### src/rtl/wave_uart_pkg.sv
// Shared types and constants for the waveform UART receiver.
package wave_uart_pkg;

  localparam int NUM_SAMPLES = 32;
  localparam int SAMPLE_W    = 14;
  localparam int IDX_W       = 5;
  localparam int MARKER_BIT  = 5;

  typedef logic [SAMPLE_W-1:0] sample_t;

  typedef enum logic [1:0] {IDLE, START, DATA, STOP} rx_state_t;

  typedef enum logic [1:0] {B0, B1, B2} rec_state_t;

  // Record bytes 0 and 1 carry the upper 6 and lower 8 sample bits.
  function automatic sample_t pack_sample(input logic [5:0] hi, input logic [7:0] lo);
    return {hi, lo};
  endfunction

endpackage

### src/rtl/uart_rx_byte.sv
// 8N1 byte receiver: two-flop rx synchronizer, falling-edge start detect, mid-bit sampling.
// Latency: byte_valid/framing_error pulse one clk after the stop-bit sample point.
// Backpressure: none; each byte is presented for a single cycle and must be consumed.
module uart_rx_byte
  import wave_uart_pkg::*;
#(
  parameter int CLKS_PER_BIT = 16
) (
  input  logic       clk,
  input  logic       reset_n,
  input  logic       rx,
  output logic       byte_valid,
  output logic [7:0] byte_data,
  output logic       framing_error,
  output logic       start_edge
);

  localparam int CW = (CLKS_PER_BIT > 1) ? $clog2(CLKS_PER_BIT) : 1;
  localparam logic [CW-1:0] BIT_LAST  = CW'(CLKS_PER_BIT - 1);
  localparam logic [CW-1:0] HALF_LAST = CW'(CLKS_PER_BIT / 2 - 1);

  logic rx_meta;
  logic rx_sync;
  logic rx_prev;
  logic fall;

  rx_state_t     state;
  logic [CW-1:0] cnt;
  logic [2:0]    bit_idx;
  logic [7:0]    shreg;

  // Left out of reset so a line held low through reset is already settled
  // when reset releases and cannot look like a start edge.
  always_ff @(posedge clk) begin
    rx_meta <= rx;
    rx_sync <= rx_meta;
    rx_prev <= rx_sync;
  end

  assign fall = rx_prev & ~rx_sync;

  always_ff @(posedge clk) begin
    if (!reset_n) begin
      state         <= IDLE;
      cnt           <= '0;
      bit_idx       <= '0;
      shreg         <= '0;
      byte_data     <= '0;
      byte_valid    <= 1'b0;
      framing_error <= 1'b0;
      start_edge    <= 1'b0;
    end else begin
      byte_valid    <= 1'b0;
      framing_error <= 1'b0;
      start_edge    <= 1'b0;
      case (state)
        IDLE: begin
          if (fall) begin
            state      <= START;
            cnt        <= '0;
            start_edge <= 1'b1;
          end
        end
        START: begin
          if (cnt == HALF_LAST) begin
            cnt     <= '0;
            bit_idx <= '0;
            state   <= rx_sync ? IDLE : DATA;
          end else begin
            cnt <= cnt + 1'b1;
          end
        end
        DATA: begin
          if (cnt == BIT_LAST) begin
            cnt     <= '0;
            shreg   <= {rx_sync, shreg[7:1]};
            bit_idx <= bit_idx + 3'd1;
            if (bit_idx == 3'd7) state <= STOP;
          end else begin
            cnt <= cnt + 1'b1;
          end
        end
        STOP: begin
          if (cnt == BIT_LAST) begin
            cnt   <= '0;
            state <= IDLE;
            if (rx_sync) begin
              byte_valid <= 1'b1;
              byte_data  <= shreg;
            end else begin
              framing_error <= 1'b1;
            end
          end else begin
            cnt <= cnt + 1'b1;
          end
        end
        default: state <= IDLE;
      endcase
    end
  end

endmodule

### src/rtl/waveform_uart_receiver.sv
// Decodes 3-byte UART sample records and stores each 14-bit sample in a 32-entry array.
// Latency: array write and sample_valid one clk after the third byte completes.
// Backpressure: none; the serial link is free-running and every record is applied as it lands.
module waveform_uart_receiver
  import wave_uart_pkg::*;
#(
  parameter int CLKS_PER_BIT = 16,
  parameter int IDLE_TIMEOUT = 20
) (
  input  logic                clk,
  input  logic                reset_n,
  input  logic                rx,
  input  logic                clear,
  output logic [SAMPLE_W-1:0] waveform [NUM_SAMPLES],
  output logic                sample_valid,
  output logic [IDX_W-1:0]    sample_index,
  output logic [SAMPLE_W-1:0] sample_data,
  output logic                waveform_done,
  output logic                framing_error,
  output logic                marker_error
);

  localparam int TO_CLKS = IDLE_TIMEOUT * CLKS_PER_BIT;
  localparam int TW      = $clog2(TO_CLKS + 1);
  localparam logic [TW-1:0]    TO_LAST  = TW'(TO_CLKS - 1);
  localparam logic [IDX_W-1:0] LAST_IDX = IDX_W'(NUM_SAMPLES - 1);

  logic       byte_valid;
  logic [7:0] byte_data;
  logic       start_edge;

  rec_state_t     rec_state;
  logic [5:0]     hi;
  logic [7:0]     lo;
  logic [TW-1:0]  to_cnt;
  logic [IDX_W-1:0] rec_idx;

  uart_rx_byte #(
    .CLKS_PER_BIT(CLKS_PER_BIT)
  ) u_rx (
    .clk          (clk),
    .reset_n      (reset_n),
    .rx           (rx),
    .byte_valid   (byte_valid),
    .byte_data    (byte_data),
    .framing_error(framing_error),
    .start_edge   (start_edge)
  );

  assign rec_idx = byte_data[IDX_W-1:0];

  always_ff @(posedge clk) begin
    if (!reset_n) begin
      rec_state     <= B0;
      hi            <= '0;
      lo            <= '0;
      to_cnt        <= '0;
      sample_valid  <= 1'b0;
      sample_index  <= '0;
      sample_data   <= '0;
      waveform_done <= 1'b0;
      marker_error  <= 1'b0;
      for (int i = 0; i < NUM_SAMPLES; i++) waveform[i] <= '0;
    end else begin
      sample_valid  <= 1'b0;
      waveform_done <= 1'b0;
      marker_error  <= 1'b0;

      // Idle timer only runs while a record is partially assembled.
      if (rec_state == B0 || start_edge || byte_valid) to_cnt <= '0;
      else                                             to_cnt <= to_cnt + 1'b1;

      if (clear) begin
        rec_state <= B0;
        for (int i = 0; i < NUM_SAMPLES; i++) waveform[i] <= '0;
      end else if (framing_error) begin
        rec_state <= B0;
      end else if (byte_valid) begin
        case (rec_state)
          B0: begin
            hi        <= byte_data[5:0];
            rec_state <= B1;
          end
          B1: begin
            lo        <= byte_data;
            rec_state <= B2;
          end
          B2: begin
            rec_state <= B0;
            if (byte_data[MARKER_BIT]) begin
              waveform[rec_idx] <= pack_sample(hi, lo);
              sample_valid      <= 1'b1;
              sample_index      <= rec_idx;
              sample_data       <= pack_sample(hi, lo);
              waveform_done     <= (rec_idx == LAST_IDX);
            end else begin
              marker_error <= 1'b1;
            end
          end
          default: rec_state <= B0;
        endcase
      end else if (rec_state != B0 && to_cnt == TO_LAST) begin
        rec_state <= B0;
      end
    end
  end

endmodule

### config.mk
export PLATFORM = sky130hd
export DESIGN_NAME = waveform_uart_receiver
export DESIGN_NICKNAME = d
export VERILOG_FILES = /design/src/rtl/wave_uart_pkg.sv /design/src/rtl/uart_rx_byte.sv /design/src/rtl/waveform_uart_receiver.sv
export SDC_FILE = /design/constraint.sdc
export NUM_CORES = 1
export LEC_CHECK = 0
export ABC_AREA = 1
export CAP_MARGIN = 30
export CELL_PAD_IN_SITES_DETAIL_PLACEMENT = 1
export CELL_PAD_IN_SITES_GLOBAL_PLACEMENT = 1
export CORE_MARGIN = 10
export CORE_UTILIZATION = 38
export CTS_CLUSTER_SIZE = 28
export DETAILED_ROUTE_END_ITERATION = 16
export PLACE_DENSITY_LB_ADDON = 0.1
export SYNTH_ARGS = -nofsm -noshare
export SYNTH_HDL_FRONTEND = slang
export SYNTH_SLANG_ARGS = --single-unit
### constraint.sdc
create_clock -name clk -period 4.6 [get_ports clk]
set_clock_uncertainty 0.15 [all_clocks]
set_input_delay 0.92 -clock clk [delete_from_list [all_inputs] [get_ports clk]]
set_output_delay 0.92 -clock clk [all_outputs]
set_load 0.005 [all_outputs]
After elaboration in Yosys (flattened, before gate mapping)
Cells that the tools add are included.
Widths: inputs -> output; s select.

storage, ports and cells
  register bits after elaboration = 526
  input port bits = 4
  output and inout port bits = 471

operators by class
  add/sub/neg operators = 3
  order comparisons = 2
  equality and inequality tests = 15
  mux-type cells = 25
  bitwise gates (word level) = 9
  reduce and logical (&&, ||, !) cells = 25

operator list
  cell                 number
  $bwmux 448           1
  $demux 14 s5         1
  $mux 2               8
  $mux 14              1
  $mux 4               3
  $pmux 4 s3           1
  $reduce_and 4->1     3
  $ne 2x1->1 const B   5
  $reduce_and 5->1     2
  $add 9x1->9 const B  1
  $eq 9x9->1 const B   1
  $reduce_and 3->1     3
  $pmux 2 s4           1
  $not 1->1            7
  $eq 2x2->1 const B   3
  $ge 6x6->1 const B   1
  $lt 6x1->1 const B   1
  $mux 3               2
  $not 5->6            1
  $pmux 3 s2           1
  $reduce_bool 2->1    3
  $reduce_or 2->1      3
  $reduce_or 6->1      1
  $eq 5x5->1 const B   1
  15 further kinds     24

Longest topological paths before layout
  depth after elaboration = 6
  depth in mapped cells = 10
  mapped depth without buffers = 9

Modules after synthesis
Synthesis repeated with hierarchy kept, for this count alone.

unflattened totals
  cells, all modules = 2471
  area, all modules = 19565.0 um^2

modules (own cells, without submodules)
  module                  times used  cells an instance  area each (um^2)
  waveform_uart_receiver  1           2313               18352.6
  uart_rx_byte            1           158                1212.4

Worst setup path after synthesis
Ideal clock, no wire load.

  path kind = in2reg
  start point = input port reset_n
  end point = register waveform[213] in the netlist's numbering
  arrival = 1.804 ns
  data required time = 4.318 ns
  path slack = 2.513 ns
  stages on the path = 6
  cells stage by stage = inv_2 -> nor2_2 -> inv_2 -> clkbuf_1 -> clkbuf_1 -> a21oi_1

on the way
  longest elaborated chain between the ends = 2

ends and longest elaborated chain
  item                              RTL line                      RTL
  start: declaration                waveform_uart_receiver.sv:11  input logic reset_n,
  $not 1->1 (no source line)        --
  $reduce_or 2->1 (no source line)  --
  end signal: indexed assignment    waveform_uart_receiver.sv:91  waveform[rec_idx] <= pack_sample(hi, lo);
  end: declaration                  waveform_uart_receiver.sv:14  output logic [SAMPLE_W-1:0] waveform [NUM_SAMPLES],

No other way between the ends.
A chain may end at the register's enable or synchronous reset.

Worst setup path after layout
  start point = register rec_state[1]
  end point = register waveform[341] in the netlist's numbering

on the way
  longest elaborated chain between the ends = 2

ends and longest elaborated chain
  item                               RTL line                      RTL
  start: declaration                 waveform_uart_receiver.sv:32  rec_state_t rec_state;
  start signal: assignment           waveform_uart_receiver.sv:54  rec_state <= B0;
  start signal: assignment           waveform_uart_receiver.sv:74  rec_state <= B0;
  start signal: assignment           waveform_uart_receiver.sv:77  rec_state <= B0;
  $eq 2x2->1                         waveform_uart_receiver.sv:79  case (rec_state)
  $reduce_and 4->1 (no source line)  --

No other way between the ends.

==> out/results.ini <==
[run_status]
status=finished clean

[final_layout]
fin_util_pct=51.7
syn2layout_area_growth_pct=34.1
layout.nets=2832
instances_no_fill=3528
post_route_cells_drive_above_1_share_pct=5.15
stdcell_area_um2=26000
antenna-diode-count=0

[detailed_routing]
drc_errors=0
viasPerCell=5.41
drt_pass1_iterations=5
drt-total-wl_mm=85.0
drt.antenna.violating_nets=0
vias=19082
drt_iter0_drc=1256
post_drt_wl_per_cell_um=24.1

[power_and_ir_drop]
p_sw_mw=2.03
pwr-share-clk_pct=47.3
combPwrFrac_pct=2.7
swShare_pct=22.2
p_per_area_nw_per_um2=352
p_leak_nw=8.33
finalPower_mw=9.14
seq_power_share_pct=50.1
internal_power_mw=7.11
peakVddDrop_uv=333

[synth]
synth_top_area_cell=dfxtp_1
yosys_warnings=0
ys.flop_type=dfxtp_1
synth.top_cell.area_share_pct=54.3
syn_inst=2459
synth_cell_types=24
async_flop_share_pct=0
synth-edff-count=0
netlist_area_um2=19400
syn_nets=2472
synth_seq_area_share_pct=54.3
yosysMostFrequentCell=dfxtp_1
avgSynthCellArea_um2=7.89
synthTopCellsByCount=dfxtp_1, nand2_1, a21oi_1, nand3_1, nor2_1
post_synth_main_area_contributors=dfxtp_1, a21oi_1, nand3_1
ys_ff_latch=526

[timing]
setup_slack_ps=1560
rsz0062_at_grt=false
maxSlewHeadroom_pct=29.3
clock.fmax_mhz=329
hold_viol=0
finalMaxSlewViolations=0
timing.hold.ws_ps=188
tightestPinTransition_ps=1060
setup_viol=0
layout_min_cycle_time_ps=3040
fin_setup_tns_ps=0
finalCritPeriodShare_pct=66.2

[worst_setup_path]
reg2reg_slack_ps=1560
r2r-end=waveform[341]
path_max_fanout=124
worstReg2RegStart=rec_state[1]
reg2reg_depth=8
cp-startpoint=rec_state[1]
end_kind=flop
critPathKind=flop to flop
cp-endpoint=waveform[341]
arrival_ps=3360
cp-start-kind=flop
critPathRequiredTime_ps=4920

[global_routing]
overflow=0
antenna_found_initial=2
grt_use_total_pct=26.7
grt_max_degree=148
grt_pass1_vias=19535
grt_pass1_wl_mm=125

[clock_tree]
clock_path_buffers=3
cts_resized=0
htreeDepth=2
clk_pin_slew_ps=60
cts_root_buffer=clkbuf_16
post-cts-setup-buffers=0
cts_tree=yes
clk_latency_ps=600
cts_buffers=56
cts_sinks=526
cts_hold_repair.buffers=0

[placement]
dp_slack_ps=1520
portBuffers=474
gp_congestion=0.823
placed_cells=3432
dp_hpwl_mm=56.6
placed_area_um2=24300

[job]
cap_violations=0

[die]
coreArea_um2=50300
start_util_pct=38.6
pin_count=475
row_count=82
die_area_um2=60500
die_h_um=246
die_width_um=246

[worst_hold_path]
worstHoldPathType=flop to flop

==> worst min path at each step <==
stage,from,to,cells after the start
final,u_rx.rx_meta,u_rx.rx_sync,0
after global routing,u_rx.rx_meta,u_rx.rx_sync,0
after CTS,u_rx.rx_meta,u_rx.rx_sync,0
after detailed placement,u_rx.rx_meta,u_rx.rx_sync,0
after global placement,u_rx.rx_meta,u_rx.rx_sync,0
after floorplan,u_rx.rx_meta,u_rx.rx_sync,0
==> cells in the final DEF, fill, tap and decap left out, drive strengths merged, types with 7 or more instances in the layout <==
cell           instances
inv                   60
a21oi                386
o21ai                148
clkbuf                91
buf                   44
dfxtp                526
ha                     9
nor3                   7
nand3                378
o211ai                 9
nand2                434
nor2                 277
clkdlybuf4s50        474
==> logic make-up (layout without fill, tap and decap cells) <==
group	count (synthesis)	after routing	synth area share, %
AOI/OAI and AO/OA	543	543	14.1
DFF	526	526	54.3
buffers and inverters	276	673	6.94
adders and majority gates	9	9	0.581
and+or+nand+nor	1104	1104	24.0
xor gates and xnor gates	1	1	0.0452
==> worst max-delay path, cell delays in order, from the launching register on <==
cell and delay [ps]:
dfxtp_1 380, nand2_1 100, nor2_2 120, nand3_2 210, inv_8 560, buf_4 540, nand2_1 470, nand2_1 190
a21oi_1 90
==> final cells by class <==
type                       instances  area (µm²)
fill                            5961       24300
sequential                       526       10500
multi-input combinational       1657        7520
timing repair buffer             518        5140
clock buffer                      91        1690
tap                              672         841
inverter                          60         240
clock inverter                     4        20.0
==> registers in the layout, summed over array words and instances, names as in the netlist, 5 cells and up, named ones only <==
| name | flops |
|---|---|
| u_rx.byte_data | 8 |
| to_cnt | 9 |
| hi | 6 |
| sample_index | 5 |
| lo | 8 |
| u_rx.shreg | 8 |
| waveform | 448 |
| sample_data | 14 |
==> per-layer routing <==
layer	up-vias	share of wire (%)	GRT usage (%)
met2	542	48	45.4
met1	9536	42	33.0
met5	-	0	0
met3	131	6.2	5.57
met4	0	3.1	9.02
li1	8873	-	-
==> power by group through the flow <==
stage | Sequential (mW) | Combinational (mW) | Clock, mW
2_1_floorplan | 4.68 | 0.178 | 0
3_3_place_gp | 4.68 | 0.229 | 0
3_5_place_dp | 4.68 | 0.243 | 0
4_1_cts | 4.58 | 0.247 | 4.40
5_1_grt | 4.58 | 0.275 | 4.59
6_report | 4.58 | 0.244 | 4.32
(Power assumes the default switching activity.)
